[config.mk]
export PLATFORM = sky130hd
export DESIGN_NAME = bus_arbiter_4
export DESIGN_NICKNAME = d
export VERILOG_FILES = /design/src/rtl/bus_arbiter_4.sv
export SDC_FILE = /design/constraint.sdc
export NUM_CORES = 1
export LEC_CHECK = 0
export ABC_AREA = 1
export CORE_ASPECT_RATIO = 1.1
export CORE_UTILIZATION = 46
export CTS_CLUSTER_SIZE = 30
export DETAILED_ROUTE_END_ITERATION = 10
export HOLD_SLACK_MARGIN = 0.15
export PLACE_DENSITY = 0.74
export SYNTH_ARGS = -nofsm -noshare
export SYNTH_HDL_FRONTEND = slang
export SYNTH_SLANG_ARGS = --single-unit
[constraint.sdc]
create_clock -name clk -period 1.7 [get_ports clk]
set_clock_uncertainty 0.2 [all_clocks]
set_input_delay 0.255 -clock clk [delete_from_list [all_inputs] [get_ports clk]]
set_output_delay 0.255 -clock clk [all_outputs]
set_load 0.05 [all_outputs]
[src/rtl/bus_arbiter_4.sv]
// bus_arbiter_4: round-robin arbiter that shares one 16-bit datapath between
// four requesters. It drives a registered one-hot grant and a registered 2-bit
// mux select. Ownership lasts while the owner holds its request, and each
// handover is followed by a TURN dead cycle.
// Optional watchdog: define NEPTUNE_ARB_WATCHDOG_EN to revoke ownership after
// max_hold consecutive BUSY cycles.
module bus_arbiter_4 #(
  parameter int unsigned max_hold = 16
) (
  input  logic       clk,
  input  logic       rst,
  input  logic [3:0] req,
  output logic [3:0] gnt,
  output logic [1:0] sel,
  output logic       busy,
  output logic       timeout
);

  typedef enum logic [1:0] {IDLE, BUSY, TURN} state_t;

  state_t     state_q, state_d;
  logic [3:0] gnt_q, gnt_d;
  logic [1:0] sel_q, sel_d;
  logic [1:0] last_q, last_d;
  logic       busy_q, busy_d;

  logic       found;
  logic [1:0] winner;
  logic [1:0] idx;
  logic       hold_expired;

  // rotating-priority search: first set request after last, wrapping to last
  always_comb begin
    found  = 1'b0;
    winner = last_q;
    idx    = last_q;
    for (int i = 1; i <= 4; i++) begin
      idx = last_q + 2'(i);
      if (!found && req[idx]) begin
        found  = 1'b1;
        winner = idx;
      end
    end
  end

`ifdef NEPTUNE_ARB_WATCHDOG_EN
  logic [7:0] hold_q, hold_d;
  logic       timeout_q, timeout_d;

  // hold counter: zero outside BUSY, so it is already cleared on entry
  always_comb begin
    hold_d       = (state_q == BUSY) ? hold_q + 8'd1 : 8'd0;
    hold_expired = (hold_q == 8'(max_hold - 1));
    timeout_d    = (state_q == BUSY) && req[sel_q] && hold_expired;
  end

  // watchdog registers
  always_ff @(posedge clk or posedge rst) begin
    if (rst) begin
      hold_q    <= 8'd0;
      timeout_q <= 1'b0;
    end else begin
      hold_q    <= hold_d;
      timeout_q <= timeout_d;
    end
  end

  assign timeout = timeout_q;
`else
  // no watchdog: never expires (max_hold is legal from 2 upward, so this is 0)
  always_comb begin
    hold_expired = (max_hold == 0);
  end

  assign timeout = 1'b0;
`endif

  // next-state and registered-output logic
  always_comb begin
    state_d = state_q;
    gnt_d   = gnt_q;
    sel_d   = sel_q;
    last_d  = last_q;
    busy_d  = busy_q;
    unique case (state_q)
      IDLE: begin
        if (found) begin
          gnt_d   = 4'b0001 << winner;
          sel_d   = winner;
          last_d  = winner;
          busy_d  = 1'b1;
          state_d = BUSY;
        end
      end
      BUSY: begin
        // release and revocation look the same on the bus; last keeps the owner
        if (!req[sel_q] || hold_expired) begin
          gnt_d   = 4'b0000;
          busy_d  = 1'b0;
          state_d = TURN;
        end
      end
      TURN: state_d = IDLE;
      default: state_d = IDLE;
    endcase
  end

  // state register; sel is only ever reloaded at a new grant
  always_ff @(posedge clk or posedge rst) begin
    if (rst) begin
      state_q <= IDLE;
      gnt_q   <= 4'b0000;
      sel_q   <= 2'b00;
      last_q  <= 2'b11;
      busy_q  <= 1'b0;
    end else begin
      state_q <= state_d;
      gnt_q   <= gnt_d;
      sel_q   <= sel_d;
      last_q  <= last_d;
      busy_q  <= busy_d;
    end
  end

  assign gnt  = gnt_q;
  assign sel  = sel_q;
  assign busy = busy_q;

endmodule
==> insert_results.sql, run 1 <==
INSERT INTO impl_metrics (metric_group, metric, value, unit) VALUES
('clock_tree', 'cts_buffers', '3', ''),
('synth', 'post_synth_main_area_contributors', 'dfrtp_1, nand2_1, nand3_1', ''),
('critical_path', 'worstReg2RegStart', 'last_q[0]', ''),
('critical_path', 'critPathRequiredTime', '1.67', 'ns'),
('routing', 'avgViaCountPerCell', '5.49', ''),
('global_route', 'grt_start_max_net_pins', '12', ''),
('floorplan', 'floorplan.initialDensity', '50.5', '%'),
('critical_path', 'worst_path_most_repeated_cell', 'nand2_1', ''),
('floorplan', 'placeable_area', '1600', 'sq um'),
('synth', 'synthCells', '119', ''),
('timing', 'final.min_clock_period', '2.03', 'ns'),
('critical_path', 'path_class', 'flop to flop', ''),
('floorplan', 'placement_rows', '15', ''),
('timing', 'final-setup-viol-count', '10', ''),
('global_route', 'first_global_vias', '919', ''),
('timing', 'finalCritPeriodShare', '119', '%'),
('critical_path', 'critical_path.max_stage_delay', '0.66', 'ns'),
('finish', 'final_nets', '166', ''),
('floorplan', 'floorplan_die_area', '1920', 'sq um'),
('synth', 'yosysSeqAreaShare', '34.5', '%'),
('routing', 'antenna_violating_nets_post_route', '0', ''),
('worst_hold_path', 'hold_path_startpoint', 'state_q[1]', ''),
('synth', 'synth-async-reset-ratio', '100', '%'),
('routing', 'routed-via-count', '966', ''),
('clock_tree', 'ctsHtreeMaxLevel', '1', ''),
('synth', 'synth_top_flop_cell', 'dfrtp_1', ''),
('clock_tree', 'cts_buffer_depth', '2', ''),
('synth', 'number_of_register_bits_inferred_by_synthesis', '11', ''),
('timing', 'number_of_slew_limit_violations_in_the_final_report', '0', ''),
('finish', 'final_common_cell', 'nand2_1', ''),
('global_route', 'grt_first_pass_wirelength', '4.00', 'mm'),
('timing', 'fin_worst_setup_slack', '-0.330', 'ns'),
('synth', 'fraction_of_post_synthesis_cell_area_in_the_top_cell_type_by_area', '28.0', '%'),
('timing', 'tns', '-2.84', 'ns'),
('critical_path', 'critPathCaptureType', 'flop', ''),
('critical_path', 'cp_cell_sequence', 'buf_6 -> nand2_1 -> nand3_1 -> nand2_1 -> o21ai_1 -> nand2_1 -> nand2_1 -> nand2_2 -> nand2_2 -> nand2_1', ''),
('synth', 'synth_enable_flop_cells', '0', ''),
('global_route', 'globalRouteOverflowTotal', '0', ''),
('placement', 'gp_congestion', '0.824', ''),
('worst_hold_path', 'hold_path_end', 'state_q[0]', ''),
('clock_tree', 'tritoncts_num_sinks', '11', ''),
('critical_path', 'critPathLaunchType', 'flop', ''),
('timing', 'report.final.hold_viol_count', '0', ''),
('placement', 'dp.final_hpwl', '1.71', 'mm'),
('global_route', 'antenna_violations_before_repair', '0', ''),
('critical_path', 'critical_path_buf_inv_count', '1', ''),
('status', 'failed_checks', 'setup timing', ''),
('routing', 'wire_length_reported_by_the_detailed_router', '2.72', 'mm'),
('timing', 'timing.fmax', '493', 'MHz'),
('critical_path', 'critical_path.max_fanout', '4', ''),
('routing', 'drt_iter0_drc', '32', ''),
('critical_path', 'reg2reg_slack', '-0.33', 'ns'),
('finish', 'antenna_cells', '0', ''),
('placement', 'portBuffers', '12', ''),
('status', 'run_status', 'complete, but fails checks', ''),
('floorplan', 'pin_count', '14', ''),
('clock_tree', 'insertion_delay_to_the_later_sink_of_the_worst_skew_pair', '0.28', 'ns'),
('finish', 'fillerInstances', '82', ''),
('finish', 'most-common-layout-cells', 'nand2_1, buf_4, nand2_4, nand3_1, nand2_2', ''),
('synth', 'post_synth.cell_area_avg', '6.77', 'sq um'),
('global_route', 'total_global_routing_track_utilization', '27.9', '%'),
('clock_tree', 'tritoncts', 'yes', ''),
('floorplan', 'chipHeight', '45.9', 'microns'),
('critical_path', 'worst_path_max_delay_cell', 'dfstp_2', ''),
('routing', 'wl_per_cell', '15.4', 'microns'),
('floorplan', 'chipWidth', '41.9', 'microns'),
('synth', 'netlist.top_cell.by_area', 'dfrtp_1', ''),
('finish', 'flow.area_growth_from_synthesis', '75.5', '%'),
('worst_hold_path', 'worst_hold_path.num_cells', '1', ''),
('critical_path', 'rr_worst_depth', '10', ''),
('critical_path', 'critical_path.top_delay_family', 'simple AND/OR/NAND/NOR gates', '');
cell families after synthesis:
logic type             count (synthesis)  synth area share [%]
and+or+nand+nor                       86                  50.0
buffers and inverters                 14                  10.4
DFF                                   11                  34.5
AOI/OAI and AO/OA                      7                  4.66
other                                  1                 0.465
per-stage QoR:
step | instance area [sq um] | hold slack (ns) | cells | utilization (%)
6_report | 1410 | 0.311 | 176 | 88.6
5_1_grt | 1410 | 0.325 | 176 | 88.6
4_1_cts | 1320 | 0.316 | 176 | 82.9
3_5_place_dp | 1120 | 0.298 | 161 | 70.5
3_3_place_gp | 1120 | 0.271 | 161 | 70.5
2_1_floorplan | 823 | -0.0940 | 119 | -
timing repair:
item	CTS	global route
buffers inserted	10	0
hold buffers	1	0
resized for setup	23	22
hold endpoints to repair	9	0
pin swaps	13	19
setup endpoints to repair	10	10
cells in the mapped netlist (2+ instances only):
cell     number
inv_2         2
nand2_1      55
dfrtp_1       9
o21ai_0       4
nor2_2        2
inv_1         8
dfstp_2       2
nand3_1      14
nand2_2       9
nor2_1        2
buf_6         2
how the worst max path moves through the flow:
stage               from     end  slack, ns  cells past startpoint
5_1_grt        last_q[0]  gnt[3]      -0.45                     10
6_report       last_q[0]  sel[1]      -0.33                     10
4_1_cts        last_q[0]  gnt[0]      -0.26                     12
2_1_floorplan  last_q[0]  gnt[2]      -0.09                     13
3_3_place_gp   last_q[0]  sel[0]      -0.30                     11
3_5_place_dp      req[0]  sel[0]      -0.37                     11
routing by layer:
metal  part of all wire [%]  GRT usage [%]
met5                      0              0
met4                    5.9           10.3
met3                    3.7           1.59
met2                     54           57.5
met1                     37           30.0
area by class of cell:
cell class	instances	area [sq um]	share of cell area, %
inverter	11	53.8	3.81
clock buffer	4	26.3	1.86
sequential	11	278	19.6
multi-input combinational	94	601	42.5
timing repair buffer	39	434	30.7
tap	17	21.3	1.50
registers in the layout (all words and copies together) (netlist names):
register,count
state_q,2
busy,1
last_q,2
gnt,4
sel,2
Power of run 1 is not shown: default switching activity piles up to over one toggle a cycle in this logic, so the estimate is an artifact.
==> run 2: changes to the inputs <==
CORE_UTILIZATION = 43   (was 46)
PLACE_DENSITY = 0.7   (was 0.74)
==> run 2 against run 1 <==
Against the previous run: the run still ends with setup timing left; sequential share of layout area increased by 1.4 points; cell area shrank 6.5%; utilization is 14 points lower; non-clock buffer count is 4 lower; first-iteration DRC count down 53%; global-route usage down 6.7 points; via count down 10%; count of clock-buffer cells in the layout unchanged; die area rose by 6.7%; cell count down 1.7%; critical path type unchanged; critical endpoint is now gnt[2].
==> insert_results.sql, run 2 (synthesis gave the netlist of run 1 again) <==
INSERT INTO impl_metrics (metric_group, metric, value, unit) VALUES
('clock_tree', 'tritoncts', 'yes', ''),
('global_route', 'grt_first_pass_wirelength', '3.23', 'mm'),
('status', 'failed_checks', 'setup timing', ''),
('finish', 'most-common-layout-cells', 'nand2_1, buf_4, nand2_2, nand2_4, nand3_1', ''),
('clock_tree', 'cts.reportedPaths.clkPinSlew', '0.07', 'ns'),
('critical_path', 'critical_path.max_fanout', '6', ''),
('timing', 'number_of_slew_limit_violations_in_the_final_report', '0', ''),
('routing', 'drt_iter0_drc', '15', ''),
('timing', 'fin_worst_setup_slack', '-0.210', 'ns'),
('routing', 'drt_pass_1_iters', '4', ''),
('global_route', 'grt_start_max_net_pins', '12', ''),
('routing', 'avgViaCountPerCell', '5.02', ''),
('finish', 'final_util', '75.1', '%'),
('floorplan', 'pin_count', '14', ''),
('critical_path', 'arrival_time_at_the_worst_endpoint', '1.86', 'ns'),
('finish', 'final_cell_area', '1320', 'sq um'),
('global_route', 'total_global_routing_track_utilization', '21.1', '%'),
('timing', 'report.final.hold_viol_count', '0', ''),
('finish', 'final_layout_size_suffix_gt1_share', '48.4', '%'),
('floorplan', 'floorplan.initialDensity', '45.7', '%'),
('critical_path', 'critPathCaptureType', 'flop', ''),
('finish', 'final_nets', '162', ''),
('global_route', 'first_global_vias', '811', ''),
('clock_tree', 'cts_buffers', '3', ''),
('clock_tree', 'tritoncts_num_sinks', '11', ''),
('clock_tree', 'ctsHtreeMaxLevel', '1', ''),
('timing', 'final-setup-viol-count', '10', ''),
('floorplan', 'chipHeight', '47.4', 'microns'),
('routing', 'drcViolationCount', '0', ''),
('timing', 'finalCritPeriodShare', '112', '%'),
('status', 'run_status', 'complete, but fails checks', ''),
('placement', 'gp_congestion', '0.834', ''),
('critical_path', 'critPathLaunchType', 'flop', ''),
('placement', 'portBuffers', '12', ''),
('critical_path', 'critical_path_buf_inv_count', '3', ''),
('clock_tree', 'insertion_delay_to_the_later_sink_of_the_worst_skew_pair', '0.26', 'ns'),
('routing', 'antenna_violating_nets_post_route', '0', ''),
('clock_tree', 'cts_root_buffer', 'clkbuf_4', ''),
('placement', 'dpl_cell_area', '1130', 'sq um'),
('routing', 'routed-via-count', '868', ''),
('critical_path', 'worst_path_max_delay_cell', 'dfstp_2', ''),
('floorplan', 'chipWidth', '43.3', 'microns'),
('finish', 'fillerInstances', '131', ''),
('critical_path', 'critical_path.top_delay_family', 'simple AND/OR/NAND/NOR gates', ''),
('critical_path', 'cp_cell_sequence', 'buf_6 -> nand2_2 -> nand2_4 -> nand2_1 -> nand2_2 -> inv_2 -> nand3_2 -> nand2_4 -> buf_6 -> nand3_1 -> nand2_1', ''),
('finish', 'antenna_cells', '0', ''),
('finish', 'flow.area_growth_from_synthesis', '64.1', '%'),
('timing', 'tns', '-1.82', 'ns'),
('global_route', 'globalRouteOverflowTotal', '0', ''),
('flow_run', 'cap_viol_max_count', '0', ''),
('critical_path', 'critical_path.max_stage_delay', '0.63', 'ns'),
('placement', 'worst_slack_placed', '-0.331', 'ns'),
('floorplan', 'placeable_area', '1760', 'sq um'),
('critical_path', 'path_class', 'flop to flop', ''),
('finish', 'final_common_cell', 'nand2_1', ''),
('timing', 'final.min_clock_period', '1.91', 'ns'),
('placement', 'dp.final_hpwl', '1.44', 'mm'),
('critical_path', 'critPathRequiredTime', '1.65', 'ns'),
('global_route', 'antenna_violations_before_repair', '0', ''),
('timing', 'rsz0062_at_grt', 'yes', ''),
('finish', 'flip_flop_count_of_the_largest_register_after_layout', '4', ''),
('worst_hold_path', 'worstHoldPathType', 'flop to flop', ''),
('floorplan', 'placement_rows', '16', ''),
('clock_tree', 'cts_buffer_depth', '2', ''),
('floorplan', 'floorplan_die_area', '2050', 'sq um'),
('timing', 'timing.fmax', '524', 'MHz'),
('routing', 'wl_per_cell', '11.7', 'microns'),
('routing', 'wire_length_reported_by_the_detailed_router', '2.02', 'mm');
run 2: path summary, 6_finish.rpt:
kind	to	slack, ns	start	cells after the start
setup / recovery	gnt[2]	-0.21	last_q[0]	11
hold / removal	state_q[0]	0.30	state_q[1]	1
hold reg to reg	state_q[0]	0.30	state_q[1]	1
max in group asynchronous	last_q[1]	0.35	rst	3
min in group asynchronous	sel[0]	0.63	rst	3
setup reg to reg	gnt[2]	-0.21	last_q[0]	11
run 2: worst register-to-register path, cell delays in order (launching register included):
cell and delay, ns:
dfstp_2 0.63, buf_6 0.16, nand2_2 0.07, nand2_4 0.08
nand2_1 0.07, nand2_2 0.13, inv_2 0.05, nand3_2 0.08
nand2_4 0.08, buf_6 0.14, nand3_1 0.06, nand2_1 0.06
run 2: metal layers:
metal,GRT usage [%],wire length [microns],vias to the layer above,part of all wire [%]
met5,0,0,-,0
met4,8.48,19,0,0.94
met3,1.54,40,2,2.0
met2,39.4,1120,16,55
met1,25.7,846,406,42
li1,-,-,444,-
run 2: final cells by class:
type | instances | area (sq um) | area share, %
multi-input combinational | 94 | 566 | 42.8
timing repair buffer | 35 | 377 | 28.5
sequential | 11 | 278 | 21.0
inverter | 11 | 53.8 | 4.07
clock buffer | 4 | 26.3 | 1.99
tap | 18 | 22.5 | 1.70
run 2: stage by stage:
stage,hold slack [ns],cells
after detailed placement,0.280,162
after CTS,0.298,173
after global routing,0.317,173
final,0.298,173
after global placement,0.273,162
after floorplan,-0.0940,119
run 2: repair_timing:
| action | 4_1_cts | 5_1_grt |
|---|---|---|
| hold endpoints to repair | 9 | 0 |
| hold buffers | 1 | 0 |
| buffers inserted | 6 | 0 |
| resized for setup | 15 | 19 |
| setup endpoints to repair | 10 | 10 |
| pin swaps | 12 | 16 |
Power of run 2 is left out for the same reason.
